[src/rtl/inst_fetch_unit_if.sv]
// rtl/inst_fetch_unit_if.sv - control, memory-port and issue signals of the instruction fetch unit
interface inst_fetch_unit_if #(
    parameter int ADDR_W = 8
);
    logic              run;
    logic              hold;
    logic              jmp_en;
    logic [ADDR_W-1:0] jmp_addr;
    logic [ADDR_W-1:0] mem_addr;
    logic              mem_rd;
    logic [7:0]        mem_rdata;
    logic              mem_ack;
    logic [7:0]        inst;
    logic              inst_valid;
    logic [ADDR_W-1:0] pc;

    modport master (
        input  run, hold, jmp_en, jmp_addr, mem_rdata, mem_ack,
        output mem_addr, mem_rd, inst, inst_valid, pc
    );

    modport slave (
        output run, hold, jmp_en, jmp_addr, mem_rdata, mem_ack,
        input  mem_addr, mem_rd, inst, inst_valid, pc
    );
endinterface

[src/rtl/inst_fetch_unit.sv]
// rtl/inst_fetch_unit.sv - sequential instruction fetch: PC, req/ack memory read, NOP-padded issue
module inst_fetch_unit #(
    parameter int                ADDR_W   = 8,
    parameter logic [ADDR_W-1:0] RESET_PC = '0,
    parameter logic [7:0]        NOP_OP   = 8'h00
) (
    input logic               clk,
    input logic               rst,
    inst_fetch_unit_if.master bus
);
    localparam logic [1:0] S_IDLE  = 2'd0;
    localparam logic [1:0] S_REQ   = 2'd1;
    localparam logic [1:0] S_ISSUE = 2'd2;

    logic [1:0]        state;
    logic [ADDR_W-1:0] fetch_pc;
    logic              flush;
    logic [ADDR_W-1:0] target;

    // A jump on the same edge that launches a request goes straight to the target.
    assign target = bus.jmp_en ? bus.jmp_addr : fetch_pc;

    always_ff @(posedge clk or posedge rst) begin
        if (rst) begin
            state          <= S_IDLE;
            fetch_pc       <= RESET_PC;
            flush          <= 1'b0;
            bus.mem_addr   <= RESET_PC;
            bus.mem_rd     <= 1'b0;
            bus.inst       <= NOP_OP;
            bus.inst_valid <= 1'b0;
            bus.pc         <= RESET_PC;
        end else begin
            if (bus.jmp_en)
                fetch_pc <= bus.jmp_addr;
            case (state)
                S_IDLE: begin
                    if (bus.run) begin
                        state        <= S_REQ;
                        bus.mem_rd   <= 1'b1;
                        bus.mem_addr <= target;
                    end
                end
                S_REQ: begin
                    if (bus.mem_ack) begin
                        bus.mem_rd <= 1'b0;
                        if (flush || bus.jmp_en) begin
                            // Transaction was overtaken by a jump: drop its data.
                            flush <= 1'b0;
                            state <= S_IDLE;
                        end else begin
                            bus.inst       <= bus.mem_rdata;
                            bus.inst_valid <= 1'b1;
                            bus.pc         <= fetch_pc;
                            fetch_pc       <= fetch_pc + 1'b1;
                            state          <= S_ISSUE;
                        end
                    end else if (bus.jmp_en) begin
                        flush <= 1'b1;
                    end
                end
                S_ISSUE: begin
                    if (!bus.hold) begin
                        bus.inst       <= NOP_OP;
                        bus.inst_valid <= 1'b0;
                        if (bus.run) begin
                            state        <= S_REQ;
                            bus.mem_rd   <= 1'b1;
                            bus.mem_addr <= target;
                        end else begin
                            state <= S_IDLE;
                        end
                    end
                end
                default: state <= S_IDLE;
            endcase
        end
    end
endmodule
[src/flat_wrapper.sv]
// flat-port wrapper written by rule: the top's interface ports become plain ports
module inst_fetch_unit_flat 
#(
    parameter int                ADDR_W   = 8,
    parameter logic [ADDR_W-1:0] RESET_PC = '0,
    parameter logic [7:0]        NOP_OP   = 8'h00
)
  (clk, rst, bus_run, bus_hold, bus_jmp_en, bus_jmp_addr, bus_mem_rdata, bus_mem_ack, bus_mem_addr, bus_mem_rd, bus_inst, bus_inst_valid, bus_pc);
  inst_fetch_unit_if #(.ADDR_W(ADDR_W)) bus_i ();
  input logic clk;
  input logic rst;
  input wire logic [$bits(bus_i.run)-1:0] bus_run;
  input wire logic [$bits(bus_i.hold)-1:0] bus_hold;
  input wire logic [$bits(bus_i.jmp_en)-1:0] bus_jmp_en;
  input wire logic [$bits(bus_i.jmp_addr)-1:0] bus_jmp_addr;
  input wire logic [$bits(bus_i.mem_rdata)-1:0] bus_mem_rdata;
  input wire logic [$bits(bus_i.mem_ack)-1:0] bus_mem_ack;
  output wire logic [$bits(bus_i.mem_addr)-1:0] bus_mem_addr;
  output wire logic [$bits(bus_i.mem_rd)-1:0] bus_mem_rd;
  output wire logic [$bits(bus_i.inst)-1:0] bus_inst;
  output wire logic [$bits(bus_i.inst_valid)-1:0] bus_inst_valid;
  output wire logic [$bits(bus_i.pc)-1:0] bus_pc;
  assign bus_i.run = bus_run;
  assign bus_i.hold = bus_hold;
  assign bus_i.jmp_en = bus_jmp_en;
  assign bus_i.jmp_addr = bus_jmp_addr;
  assign bus_i.mem_rdata = bus_mem_rdata;
  assign bus_i.mem_ack = bus_mem_ack;
  assign bus_mem_addr = bus_i.mem_addr;
  assign bus_mem_rd = bus_i.mem_rd;
  assign bus_inst = bus_i.inst;
  assign bus_inst_valid = bus_i.inst_valid;
  assign bus_pc = bus_i.pc;
  inst_fetch_unit #(.ADDR_W(ADDR_W), .RESET_PC(RESET_PC), .NOP_OP(NOP_OP)) u_core (.clk(clk), .rst(rst), .bus(bus_i));
endmodule
[config.mk]
export PLATFORM = sky130hd
export DESIGN_NAME = inst_fetch_unit_flat
export DESIGN_NICKNAME = d
export VERILOG_FILES = /design/src/rtl/inst_fetch_unit_if.sv /design/src/rtl/inst_fetch_unit.sv /design/src/flat_wrapper.sv
export SDC_FILE = /design/constraint.sdc
export NUM_CORES = 1
export LEC_CHECK = 0
export BUFFER_PORTS_ARGS = -buffer_cell sky130_fd_sc_hd__buf_2
export CAP_MARGIN = 20
export CORE_MARGIN = 1.5
export CORE_UTILIZATION = 30
export DETAILED_ROUTE_END_ITERATION = 12
export HOLD_SLACK_MARGIN = 0.15
export PLACE_DENSITY = 0.52
export SLEW_MARGIN = 20
export SYNTH_ARGS = -nofsm -noshare
export SYNTH_HDL_FRONTEND = slang
export SYNTH_SLANG_ARGS = --single-unit
[constraint.sdc]
create_clock -name clk -period 1.95 [get_ports clk]
set_clock_uncertainty 0.2 [all_clocks]
set_input_delay 0.195 -clock clk [delete_from_list [all_inputs] [get_ports clk]]
set_output_delay 0.195 -clock clk [all_outputs]
set_load 0.05 [all_outputs]
## Yosys cells after proc, flatten, opt, wreduce, memory -nomap -nowiden

Index checks and enable logic that the tools add are counted.

- Bitwise operators: 1
- Reduce and logical (&&, ||, !) cells: 12
- Eq/ne operators: 7
- Mux-type cells: 28
- $add $sub $neg: 1

Operators with widths:

| cell | count |
|---|---|
| $mux W8 | 9 |
| $pmux W8 S2 | 2 |
| $reduce_and A3 Y1 | 4 |
| $mux W1 | 10 |
| $add A8 B1 Y8 const B | 1 |
| $mux W2 | 4 |
| $ne A2 B2 Y1 const B | 4 |
| $pmux W2 S3 | 1 |
| $reduce_bool A2 Y1 | 3 |
| $reduce_and A4 Y1 | 1 |
| $pmux W1 S3 | 1 |
| $reduce_bool A3 Y1 | 1 |
| $eq A2 B1 Y1 const B | 1 |
| $eq A2 B2 Y1 const B | 1 |
| $logic_not A2 Y1 | 1 |
| $ne A2 B1 Y1 const B | 1 |
| $pmux W1 S2 | 1 |
| $reduce_and A2 Y1 | 1 |
| $logic_or A1 B1 Y1 | 1 |
| $not A1 Y1 | 1 |

- Bits of input ports: 22
- Flip-flop bits (word level): 37

## Longest topological paths before layout

- Word-level depth: 4
- Depth in mapped cells: 5
- Depth with buffers taken out: 4

## Least setup slack after synthesis

No wires, ideal clock.

- Kind: register to register
- Start: reg u_core.state[1]
- End: reg u_core.bus.pc[0]
- Setup slack: 0.340 ns
- Path buffers: 1
- Cell stages (with the launch flop): 5
- Data required time: 1.625 ns
- Arrival: 1.285 ns
- Path through: dfrtp_1 -> nand2b_2 -> nor4_4 -> buf_6 -> mux2_2

- Longest elaborated chain between the ends: 2

RTL lines:

| what | RTL line | RTL |
|---|---|---|
| from (decl) | inst_fetch_unit.sv:15 | `logic [1:0] state;` |
| from (signal assigned) | inst_fetch_unit.sv:25 | `state <= S_IDLE;` |
| from (signal assigned) | inst_fetch_unit.sv:39 | `state <= S_REQ;` |
| from (signal assigned) | inst_fetch_unit.sv:50 | `state <= S_IDLE;` |
| $eq A2 B1 Y1 | inst_fetch_unit.sv:36 | `case (state)` |
| $reduce_and A3 Y1 (no source line) | -- |  |
| to (signal assigned) | inst_fetch_unit.sv:54 | `bus.pc <= fetch_pc;` |
| to (decl) | inst_fetch_unit_if.sv:19 | `output mem_addr, mem_rd, inst, inst_valid, pc` |

Every way passes these cells.
A chain may end at the register's enable or synchronous reset.

## Worst setup path after layout

- Start: reg u_core.state[1]
- End: reg u_core.bus.inst[1]

- Longest elaborated chain between the ends: 3
- Elaborated cells on any way between the ends: 8
- Those cells by class: 5 x eq/ne; 1 x mux; 2 x reduce/logical

RTL lines:

| what | RTL line | RTL |
|---|---|---|
| $eq A2 B1 Y1 or $eq A2 B2 Y1 (tied branches) | inst_fetch_unit.sv:36 |  |
| $ne A2 B2 Y1 (no source line) or $reduce_bool A2 Y1 (tied branches) | -- |  |
| $reduce_and A4 Y1 (no source line) | -- |  |
| to (signal assigned) | inst_fetch_unit.sv:52 | `bus.inst <= bus.mem_rdata;` |
| to (decl) | inst_fetch_unit_if.sv:19 |  |

Parallel ways exist; a longest one is shown, timed or not.

==> impl_metrics.py <==
metrics = {
    "run_status": {
        "outcome": "finished, final reports clean",
    },
    "drt": {
        "drt_pass1_iterations": 4,
        "routed_wl_um": 3650,
        "drtIter0Drc": 102,
        "antenna_left": 0,
        "wl_per_cell_um": 13.0,
        "drc": 0,
        "routed_via_density": 4.64,
        "via_count": 1300,
    },
    "power_and_ir_drop": {
        "power_mw": 3.23,
        "ir_drop_uv": 602,
        "p_per_area_mw_per_mm2": 1450,
        "p_leak_nw": 1.08,
    },
    "yosys": {
        "syn_nets": 161,
        "ys_top_cells_by_area": "dfrtp_1 (57%), mux2i_1 (5.5%), mux2_2 (5.5%), o21ai_0 (5.2%), a22o_1 (4.3%)",
        "synth_largest_area_cell": "dfrtp_1",
        "ys_types": 29,
        "synth_area_mm2": 0.00163,
        "syn_avg_cell_area_um2": 11.8,
        "yosysWarnings": 0,
        "postSynthCellCount": 138,
        "netlist.area_leader.share_pct": 57.0,
        "yosysSeqAreaShare_pct": 57.0,
        "synth-seq-cells": 37,
    },
    "setup_path": {
        "worst-path-max-fanout": 21,
        "critPathLaunch": "u_core.state[1]",
        "reg2regPathDepth": 5,
        "slowest_stage": "a21oi_1",
        "startpoint_type": "register",
        "endpoint_kind": "register",
        "critPathBufInv": 1,
        "required_ns": 1.96,
        "crit_chain": "nand2b_2 -> nor4_4 -> buf_4 -> a21oi_1 -> a22o_1",
        "r2r-start": "u_core.state[1]",
        "rr_endpoint": "u_core.bus.inst[1]",
        "worstSetupPathType": "register to register",
        "crit_family": "compound AO/OA/AOI/OAI gates",
        "cp.arrival_ns": 1.84,
        "rrSetupSlack_ns": 0.12,
        "cp_slowest_stage_delay_ns": 0.53,
    },
    "placed_design": {
        "hpwl_um": 2530,
        "numPortBuffers": 47,
        "globalplace.congestion": 0.774,
    },
    "cts": {
        "cts_sinks": 37,
        "cts_tree": "built",
        "insertion_delay_ns": 0.28,
        "cts_root_buf": "clkbuf_8",
        "cts_made_buffers": 5,
        "clk_path_buf_depth": 2,
        "cts_max_level": 2,
        "post_cts_resized": 0,
        "clk_pin_slew_ns": 0.07,
    },
    "sta": {
        "slew_viol_final": 0,
        "maxSlewHeadroom_pct": 57.4,
        "hold_viol": 0,
        "fmax_mhz": 546,
        "finalCritPeriodShare_pct": 93.9,
        "tightest_slew_ns": 0.639,
        "rsz0062_at_grt": "false",
        "setup_violations": 0,
        "setup_tns_ns": 0,
        "fin_crit_ns": 1.83,
    },
    "die": {
        "die-area_mm2": 0.00587,
        "die_y_um": 76.6,
        "core_area_mm2": 0.00517,
        "core.rowCount": 26,
        "start_util_pct": 31.4,
        "io_pins": 48,
        "die_w_um": 76.6,
    },
    "min_path": {
        "hold_depth": 4,
        "hold_start": "bus_jmp_en",
        "min_to": "u_core.fetch_pc[3]",
        "hold_class": "input port to register",
    },
    "global_route": {
        "grt_max_degree": 38,
        "grt_pass1_wl_um": 6260,
        "overflow": 0,
        "gr-usage-all-layers_pct": 13.5,
        "first_global_vias": 1310,
        "antenna_found_initial": 0,
    },
    "cells_and_area": {
        "multi_input_area_um2": 639,
        "drive_gt1_share_pct": 33.3,
        "seq_area_um2": 926,
        "nFillCells": 501,
        "fin_nets": 234,
        "area_delta_synth_final_pct": 37.0,
        "utilization_pct": 43.1,
        "final_common_cell": "buf_2",
        "mostFrequentLayoutCells": "buf_2 (47), dfrtp_1 (37), dlygate4sd3_1 (22), nand2_1 (18), o21ai_0 (17)",
        "n_antenna_cell": 0,
    },
    "job": {
        "maxCapViolCount": 0,
    },
}
metrics by stage:
| stage | cells | setup slack [ns] | hold WS, ns | cell area, um2 |
|---|---|---|---|---|
| CTS | 280 | 0.122 | 0.243 | 2230 |
| detailed placement | 252 | 0.154 | 0.123 | 1930 |
| finish | 280 | 0.119 | 0.249 | 2230 |
| floorplan | 138 | 0.340 | 0.0807 | 1630 |
| global route | 280 | 0.0191 | 0.253 | 2230 |
| global placement | 252 | 0.244 | 0.123 | 1930 |
cell type report:
cell class,instances,share of cell area [%]
inverter,4,0.674
clock inverter,1,0.225
multi-input combinational,90,28.7
timing repair buffer,73,21.8
sequential,37,41.6
clock buffer,5,3.09
tap,70,3.93
routing by layer:
layer  wire length [um]  track usage, %  vias to the layer above
li1                   -               -                      634
met1               1700            17.9                      633
met2               1780            21.2                       26
met3                100            2.63                        7
met4                 70            6.11                        0
met5                  0               0                        -
worst max path at each step:
| stage | endpoint | slack (ns) | depth (start not counted) |
|---|---|---|---|
| finish | u_core.bus.inst[1] | 0.12 | 5 |
| CTS | u_core.bus.inst[1] | 0.12 | 5 |
| detailed placement | u_core.bus.inst[1] | 0.15 | 5 |
| floorplan | u_core.bus.pc[0] | 0.34 | 4 |
| global placement | u_core.bus.inst[3] | 0.24 | 5 |
| global route | u_core.bus.inst[1] | 0.02 | 5 |
synthesized netlist by cell type, drive strengths merged:
cell type	number
xor2	5
ha	1
a21boi	1
nand3	2
mux2i	9
clkbuf	1
and2	1
mux2	8
nand4	2
dfrtp	37
a22o	8
a311oi	1
a221oi	1
nand2	18
nor2	3
o21ai	17
and4	1
buf	6
inv	4
a21oi	4
and3	2
a31o	1
xnor2	1
nor4	1
a21o	1
and4bb	1
nand2b	1
flip-flops by register name, summed over array words and instances (netlist names):
signal and cells:
u_core.bus.inst 8, u_core.bus.mem_rd 1, u_core.state 2, u_core.bus.inst_valid 1, u_core.flush 1, u_core.bus.pc 8, u_core.fetch_pc 8, u_core.bus.mem_addr 8
where the power goes:
group          internal [mW]  switching, mW  total (mW)
clock                  0.235          0.247       0.482
sequential              1.03          0.163        1.19
combinational          0.437           1.12        1.55
timing repair:
item,4_1_cts,5_1_grt
endpoints found under the hold margin,66,0
hold buffers,22,0
buffers inserted,0,0
tightest hold or removal path, stage by stage:
cell	delay (ns)
buf_2	0.12
buf_4	0.22
nand2_1	0.08
o21ai_0	0.06
cells by family after synthesis:
group                      Yosys count  synth area share [%]
buffers and inverters               11                  3.69
muxes                               17                  11.1
xor gates and xnor gates             6                  3.23
AOI/OAI and AO/OA                   34                  13.7
DFF                                 37                  57.0
and+or+nand+nor                     32                  10.5
adders and majority gates            1                 0.770
(Power assumes the default switching activity.)
